File: config.mk
export PLATFORM = sky130hd
export DESIGN_NAME = mips_mc_ctrl
export DESIGN_NICKNAME = d
export VERILOG_FILES = /design/src/rtl/mips_ctrl_pkg.sv /design/src/rtl/mips_ctrl_decode.sv /design/src/rtl/mips_mc_ctrl.sv
export SDC_FILE = /design/constraint.sdc
export NUM_CORES = 1
export LEC_CHECK = 0
export ABC_AREA = 1
export CAP_MARGIN = 30
export CORE_AREA = 2 2 43 61
export DETAILED_ROUTE_END_ITERATION = 16
export DIE_AREA = 0 0 45 63
export GPL_ROUTABILITY_DRIVEN = 0
export GPL_TIMING_DRIVEN = 0
export PLACE_DENSITY = 0.74
export SLEW_MARGIN = 10
export SYNTH_ARGS = -nofsm -noshare
export SYNTH_HDL_FRONTEND = slang
export SYNTH_SLANG_ARGS = --single-unit
File: constraint.sdc
create_clock -name clk -period 1.58 [get_ports clk]
set_input_delay 0.237 -clock clk [delete_from_list [all_inputs] [get_ports clk]]
set_output_delay 0.237 -clock clk [all_outputs]
set_load 0.01 [all_outputs]
File: src/rtl/mips_ctrl_pkg.sv
// Shared definitions for the multi-cycle MIPS controller: FSM states, opcode/funct
// constants, instruction classes and the select encodings seen by the datapath.
package mips_ctrl_pkg;

    typedef enum logic [2:0] {
        S_FETCH  = 3'd0,
        S_DECODE = 3'd1,
        S_EXEC   = 3'd2,
        S_MEM    = 3'd3,
        S_WB     = 3'd4,
        S_HALT   = 3'd5
    } state_t;

    localparam logic [5:0] OP_RTYPE = 6'h00;
    localparam logic [5:0] OP_J     = 6'h02;
    localparam logic [5:0] OP_JAL   = 6'h03;
    localparam logic [5:0] OP_BEQ   = 6'h04;
    localparam logic [5:0] OP_ORI   = 6'h0D;
    localparam logic [5:0] OP_LUI   = 6'h0F;
    localparam logic [5:0] OP_LW    = 6'h23;
    localparam logic [5:0] OP_SW    = 6'h2B;

    localparam logic [5:0] FN_JR    = 6'h08;
    localparam logic [5:0] FN_ADDU  = 6'h21;
    localparam logic [5:0] FN_SUBU  = 6'h23;
    localparam logic [5:0] FN_SLT   = 6'h2A;

    typedef enum logic [3:0] {
        C_NOP  = 4'd0,
        C_ADDU = 4'd1,
        C_SUBU = 4'd2,
        C_SLT  = 4'd3,
        C_JR   = 4'd4,
        C_ORI  = 4'd5,
        C_LUI  = 4'd6,
        C_LW   = 4'd7,
        C_SW   = 4'd8,
        C_BEQ  = 4'd9,
        C_J    = 4'd10,
        C_JAL  = 4'd11,
        C_ILL  = 4'd12
    } cls_t;

    localparam logic [1:0] WD_ALU   = 2'b00;
    localparam logic [1:0] WD_MDR   = 2'b01;
    localparam logic [1:0] WD_PC4   = 2'b10;
    localparam logic [1:0] WD_SLT   = 2'b11;

    localparam logic [1:0] A3_RT    = 2'b00;
    localparam logic [1:0] A3_RD    = 2'b01;
    localparam logic [1:0] A3_RA    = 2'b10;

    localparam logic [1:0] EXT_ZERO = 2'b00;
    localparam logic [1:0] EXT_SIGN = 2'b01;
    localparam logic [1:0] EXT_LUI  = 2'b10;

    localparam logic [2:0] ALU_ADDU = 3'b000;
    localparam logic [2:0] ALU_SUBU = 3'b001;
    localparam logic [2:0] ALU_OR   = 3'b010;
    localparam logic [2:0] ALU_SLT  = 3'b011;

    localparam logic [1:0] NPC_PC4  = 2'b00;
    localparam logic [1:0] NPC_BR   = 2'b01;
    localparam logic [1:0] NPC_JT   = 2'b10;
    localparam logic [1:0] NPC_RS   = 2'b11;

endpackage

File: src/rtl/mips_ctrl_decode.sv
// Combinational instruction classifier: op/funct to instruction class plus an
// unsupported-encoding flag.
module mips_ctrl_decode
    import mips_ctrl_pkg::*;
(
    input  logic [5:0] op,
    input  logic [5:0] funct,
    output cls_t       cls,
    output logic       illegal
);

    always_comb begin
        cls = C_ILL;
        case (op)
            OP_RTYPE: begin
                case (funct)
                    FN_ADDU: cls = C_ADDU;
                    FN_SUBU: cls = C_SUBU;
                    FN_SLT:  cls = C_SLT;
                    FN_JR:   cls = C_JR;
                    default: cls = C_ILL;
                endcase
            end
            OP_J:    cls = C_J;
            OP_JAL:  cls = C_JAL;
            OP_BEQ:  cls = C_BEQ;
            OP_ORI:  cls = C_ORI;
            OP_LUI:  cls = C_LUI;
            OP_LW:   cls = C_LW;
            OP_SW:   cls = C_SW;
            default: cls = C_ILL;
        endcase
    end

    assign illegal = (cls == C_ILL);

endmodule

File: src/rtl/mips_mc_ctrl.sv
// Multi-cycle MIPS control FSM with Moore output decode. Define CTRL_ILLEGAL_TRAP_EN
// to trap unsupported encodings into a sticky HALT; otherwise they retire as NOPs.
module mips_mc_ctrl
    import mips_ctrl_pkg::*;
(
    input  logic       clk,
    input  logic       reset,
    input  logic [5:0] op,
    input  logic [5:0] funct,
    input  logic       zero,
    input  logic       mem_ack,
    output logic       mem_req,
    output logic       mem_we,
    output logic       iord,
    output logic       pc_we,
    output logic       ir_we,
    output logic       mdr_we,
    output logic       rf_we,
    output logic [1:0] wd_sel,
    output logic [1:0] a3_sel,
    output logic       alub_sel,
    output logic [1:0] ext_op,
    output logic [2:0] alu_op,
    output logic [1:0] npc_sel,
    output logic       illegal
);

    // mem_req/ack: a request is held (mem_req=1, address and mem_we stable) until the
    // cycle mem_ack is high; that cycle completes the transfer and the FSM advances.
    state_t state, state_n;
    cls_t   cls_q, dec_cls;
    logic   dec_ill;

    mips_ctrl_decode u_decode (
        .op      (op),
        .funct   (funct),
        .cls     (dec_cls),
        .illegal (dec_ill)
    );

    always_ff @(posedge clk) begin
        if (reset) begin
            state <= S_FETCH;
            cls_q <= C_NOP;
        end else begin
            state <= state_n;
            if (state == S_DECODE)
                cls_q <= dec_cls;
        end
    end

`ifdef CTRL_ILLEGAL_TRAP_EN
    logic illegal_q;

    always_ff @(posedge clk) begin
        if (reset)
            illegal_q <= 1'b0;
        else if (state == S_DECODE && dec_ill)
            illegal_q <= 1'b1;
    end

    assign illegal = illegal_q & ~reset;
`else
    assign illegal = 1'b0;
`endif

    always_comb begin
        state_n  = state;
        mem_req  = 1'b0;
        mem_we   = 1'b0;
        iord     = 1'b0;
        pc_we    = 1'b0;
        ir_we    = 1'b0;
        mdr_we   = 1'b0;
        rf_we    = 1'b0;
        wd_sel   = WD_ALU;
        a3_sel   = A3_RT;
        alub_sel = 1'b0;
        ext_op   = EXT_ZERO;
        alu_op   = ALU_ADDU;
        npc_sel  = NPC_PC4;

        case (state)
            S_FETCH: begin
                mem_req = 1'b1;
                if (mem_ack) begin
                    ir_we   = 1'b1;
                    pc_we   = 1'b1;
                    state_n = S_DECODE;
                end
            end
            S_DECODE: begin
                // DECODE acts on the live decode; later states use the latched class.
                if (dec_ill) begin
`ifdef CTRL_ILLEGAL_TRAP_EN
                    state_n = S_HALT;
`else
                    state_n = S_FETCH;
`endif
                end else begin
                    case (dec_cls)
                        C_J: begin
                            pc_we   = 1'b1;
                            npc_sel = NPC_JT;
                            state_n = S_FETCH;
                        end
                        C_JR: begin
                            pc_we   = 1'b1;
                            npc_sel = NPC_RS;
                            state_n = S_FETCH;
                        end
                        C_JAL:   state_n = S_WB;
                        default: state_n = S_EXEC;
                    endcase
                end
            end
            S_EXEC: begin
                state_n = S_WB;
                case (cls_q)
                    C_ADDU: alu_op = ALU_ADDU;
                    C_SUBU: alu_op = ALU_SUBU;
                    C_SLT:  alu_op = ALU_SLT;
                    C_ORI: begin
                        alub_sel = 1'b1;
                        ext_op   = EXT_ZERO;
                        alu_op   = ALU_OR;
                    end
                    C_LUI: begin
                        alub_sel = 1'b1;
                        ext_op   = EXT_LUI;
                        alu_op   = ALU_OR;
                    end
                    C_LW, C_SW: begin
                        alub_sel = 1'b1;
                        ext_op   = EXT_SIGN;
                        alu_op   = ALU_ADDU;
                        state_n  = S_MEM;
                    end
                    C_BEQ: begin
                        alu_op  = ALU_SUBU;
                        pc_we   = zero;
                        npc_sel = NPC_BR;
                        state_n = S_FETCH;
                    end
                    default: state_n = S_FETCH;
                endcase
            end
            S_MEM: begin
                mem_req = 1'b1;
                iord    = 1'b1;
                mem_we  = (cls_q == C_SW);
                if (mem_ack) begin
                    if (cls_q == C_LW) begin
                        mdr_we  = 1'b1;
                        state_n = S_WB;
                    end else begin
                        state_n = S_FETCH;
                    end
                end
            end
            S_WB: begin
                rf_we   = 1'b1;
                state_n = S_FETCH;
                case (cls_q)
                    C_ADDU, C_SUBU: a3_sel = A3_RD;
                    C_SLT: begin
                        a3_sel = A3_RD;
                        wd_sel = WD_SLT;
                    end
                    C_LW: wd_sel = WD_MDR;
                    C_JAL: begin
                        a3_sel  = A3_RA;
                        wd_sel  = WD_PC4;
                        pc_we   = 1'b1;
                        npc_sel = NPC_JT;
                    end
                    default: ;
                endcase
            end
            S_HALT:  state_n = S_HALT;
            default: state_n = S_FETCH;
        endcase

        // Reset abandons the instruction: only the fetch request is visible.
        if (reset) begin
            mem_req  = 1'b1;
            mem_we   = 1'b0;
            iord     = 1'b0;
            pc_we    = 1'b0;
            ir_we    = 1'b0;
            mdr_we   = 1'b0;
            rf_we    = 1'b0;
            wd_sel   = WD_ALU;
            a3_sel   = A3_RT;
            alub_sel = 1'b0;
            ext_op   = EXT_ZERO;
            alu_op   = ALU_ADDU;
            npc_sel  = NPC_PC4;
        end
    end

endmodule

==> impl_metrics.json <==
{
  "status": "finished with violations",
  "failed_checks": "setup timing",
  "synthAdderAreaFrac_pct": 0,
  "area_delta_synth_final_pct": 64.11,
  "wl_microns": 3222,
  "cp_max_fo": 4,
  "routed-via-count": 1367,
  "crit_chain": "inv_2 -> nor2_4 -> inv_2 -> nor3_2 -> a21oi_2 -> nand3_1 -> nand2_1 -> inv_1 -> buf_2",
  "antenna_found_initial": 0,
  "die_area_sq_um": 2835,
  "synthDominantCellAreaShare_pct": 14.82,
  "utilization_pct": 68.29,
  "synth-edff-count": 0,
  "synth_top_family_by_area": "simple AND/OR/NAND/NOR gates",
  "min_path_cells": 2,
  "drtIter0Drc": 34,
  "final-instance-count-excl-fill": 261,
  "dpl-instance-area_sq_um": 1325,
  "synthArstFlopShare_pct": 0,
  "die_width_microns": 45,
  "wl_per_cell_microns": 12.34,
  "clock_skew_ps": 4.242,
  "seq_area_sq_um": 161.4,
  "grt_overflow": 0,
  "fin_ws_ps": -87.95,
  "grt_pass1_vias": 1244,
  "drive_above_1_share_pct": 42.86,
  "yosys-top-cells-area": "inv_1 (15%), dfxtp_1 (15%), nand2_1 (12%)",
  "vias_per_cell": 5.238,
  "clock_path_buffers": 2,
  "place_inst": 237,
  "muxShareOfSynthArea_pct": 0,
  "synthFlopType": "dfxtp_1",
  "nets": 255,
  "num_antenna_cells": 0,
  "clkLatencyLatePin_ps": 250,
  "startpoint_type": "register",
  "max-cap-violations": 0,
  "core-area_sq_um": 2312,
  "synth_most_common_cell": "inv_1",
  "cts_tree": "yes",
  "portBuffers": 33,
  "final_hold_viol_count": 0,
  "synthXorXnorAreaFrac_pct": 0,
  "io_pins": 36,
  "grt_max_degree": 11,
  "clock-sinks": 7,
  "clock.fmax_ghz": 0.5995,
  "start_util_pct": 41.61,
  "path_buf_inv": 4,
  "cp_data_arrival_time_ps": 1430,
  "path_clk_slew_ps": 50,
  "fin_area_sq_um": 1579,
  "ys_ff_latch": 7,
  "synth-compound-area-share_pct": 8.583,
  "yosys_warnings": 0,
  "rsz0062_at_grt": "true",
  "ys_seq_area_share_pct": 14.56,
  "holdWs_ps": 540.7,
  "min_path_type": "reg -> reg",
  "fin_crit_sh_pct": 105.6,
  "cp_common_cell": "inv_2",
  "row_count": 21,
  "worstSetupEndpointType": "output pin",
  "peakVddDrop_mv": 0.2174,
  "finalCriticalPeriod_ps": 1668,
  "cts_buffers": 3,
  "critical_path_depth": 9,
  "timing.setup.tns_ps": -401.2,
  "cpPeakStageDelay_ps": 360,
  "criticalPathCategory": "reg -> out",
  "p_leak_nw": 0.8343,
  "slew_violations": 0,
  "die_h_microns": 63,
  "synthCells": 180,
  "dp_worst_setup_slack_ps": -810.0,
  "grt_pass1_wl_microns": 5271,
  "worst-r2r-cell-count": 10,
  "grt_usage_pct": 24.00,
  "ant_nets": 0,
  "yosysTopAreaCell": "inv_1",
  "root_buffer": "clkbuf_4",
  "crit_family": "simple AND/OR/NAND/NOR gates",
  "multiInputGateArea_sq_um": 777.0,
  "yosysUniqueCellTypes": 26,
  "cp_slowest_cell": "dfxtp_4",
  "htree_levels": 1,
  "power_density_nw_per_um2": 439.7,
  "cp_data_required_time_ps": 1340,
  "drcViolationCount": 0,
  "fillers": 205,
  "synth_simple_gate_area_share_pct": 58.00,
  "synthesis.area_sq_um": 962.2,
  "dpl.hpwl_microns": 2037,
  "finalSetupViolCount": 10,
  "power_mw": 0.6943,
  "synth_common_cells": "inv_1 (38), nand2_1 (31), nor2_1 (31)",
  "syn_area_per_cell_sq_um": 5.345,
  "first_pass_iters": 4
}
## worst register-to-register path: stages (launching register included)
cell     delay (ps)
dfxtp_4         380
inv_4            50
nor3_4          190
inv_2           100
buf_4           140
buf_4           120
nor2_1          200
nor2_1          100
nand2_1          80
nand3_1          70
nand2_1          80
## report_power, final
part | total, mW | switching, mW | internal [mW]
clock | 0.161 | 0.0646 | 0.0963
sequential | 0.215 | 0.0232 | 0.191
combinational | 0.319 | 0.182 | 0.136
## flip-flops by register name (all words and copies together), names as in the netlist
signal	cells
cls_q	4
state	3
## worst paths after layout
| check | start | endpoint | slack, ps |
|---|---|---|---|
| max | cls_q[3] | pc_we | -90 |
| min reg2reg | cls_q[0] | cls_q[0] | 540 |
| min | cls_q[0] | cls_q[0] | 540 |
| max reg2reg | state[1] | state[0] | 10 |
## cell type report
cell class | count | share of cell area [%]
Clock buffer | 4 | 1.664
Inverter | 42 | 10.38
Sequential cell | 7 | 10.22
Multi-Input combinational cell | 129 | 49.21
Buffer | 3 | 1.823
Tap cell | 23 | 1.823
Timing Repair Buffer | 53 | 24.88
## cells by family (layout without fill, tap and decap cells)
group,Yosys count,after routing
AOI/OAI and AO/OA,15,15
buffers and inverters,45,102
DFF,7,7
other,1,2
and+or+nand+nor,112,112
## per-layer routing
metal,global-route usage [%],routed length (microns),vias to the layer above
li1,-,-,683
met1,24.96,1164,605
met2,44.64,1787,64
met3,3.468,168,15
met4,9.559,102,0
met5,0,0,-
## cell usage in the layout, fill, tap and decap left out, types with 3 or more instances in the layout
cell / count
dlygate4sd2_1: 14
nand4_1: 3
nand2_2: 8
a21oi_1: 3
buf_4: 21
inv_2: 11
buf_2: 13
nor3_2: 4
dfxtp_4: 5
clkbuf_4: 3
nor2_4: 9
nand3_1: 20
nand2_1: 25
nor3_1: 3
inv_1: 28
nand3_2: 5
nor2_1: 20
o21ai_0: 4
o21ai_1: 3
nor2_2: 7
## what timing repair did
item | CTS | global route
gates cloned | 0 | 0
pin swaps | 15 | 13
endpoints found under the hold margin | 0 | 0
buffers inserted | 13 | 7
resized for setup | 120 | 21
endpoints found under the setup margin | 19 | 17
hold buffers | 0 | 0
Note: power is estimated with default switching activity, not from simulation.
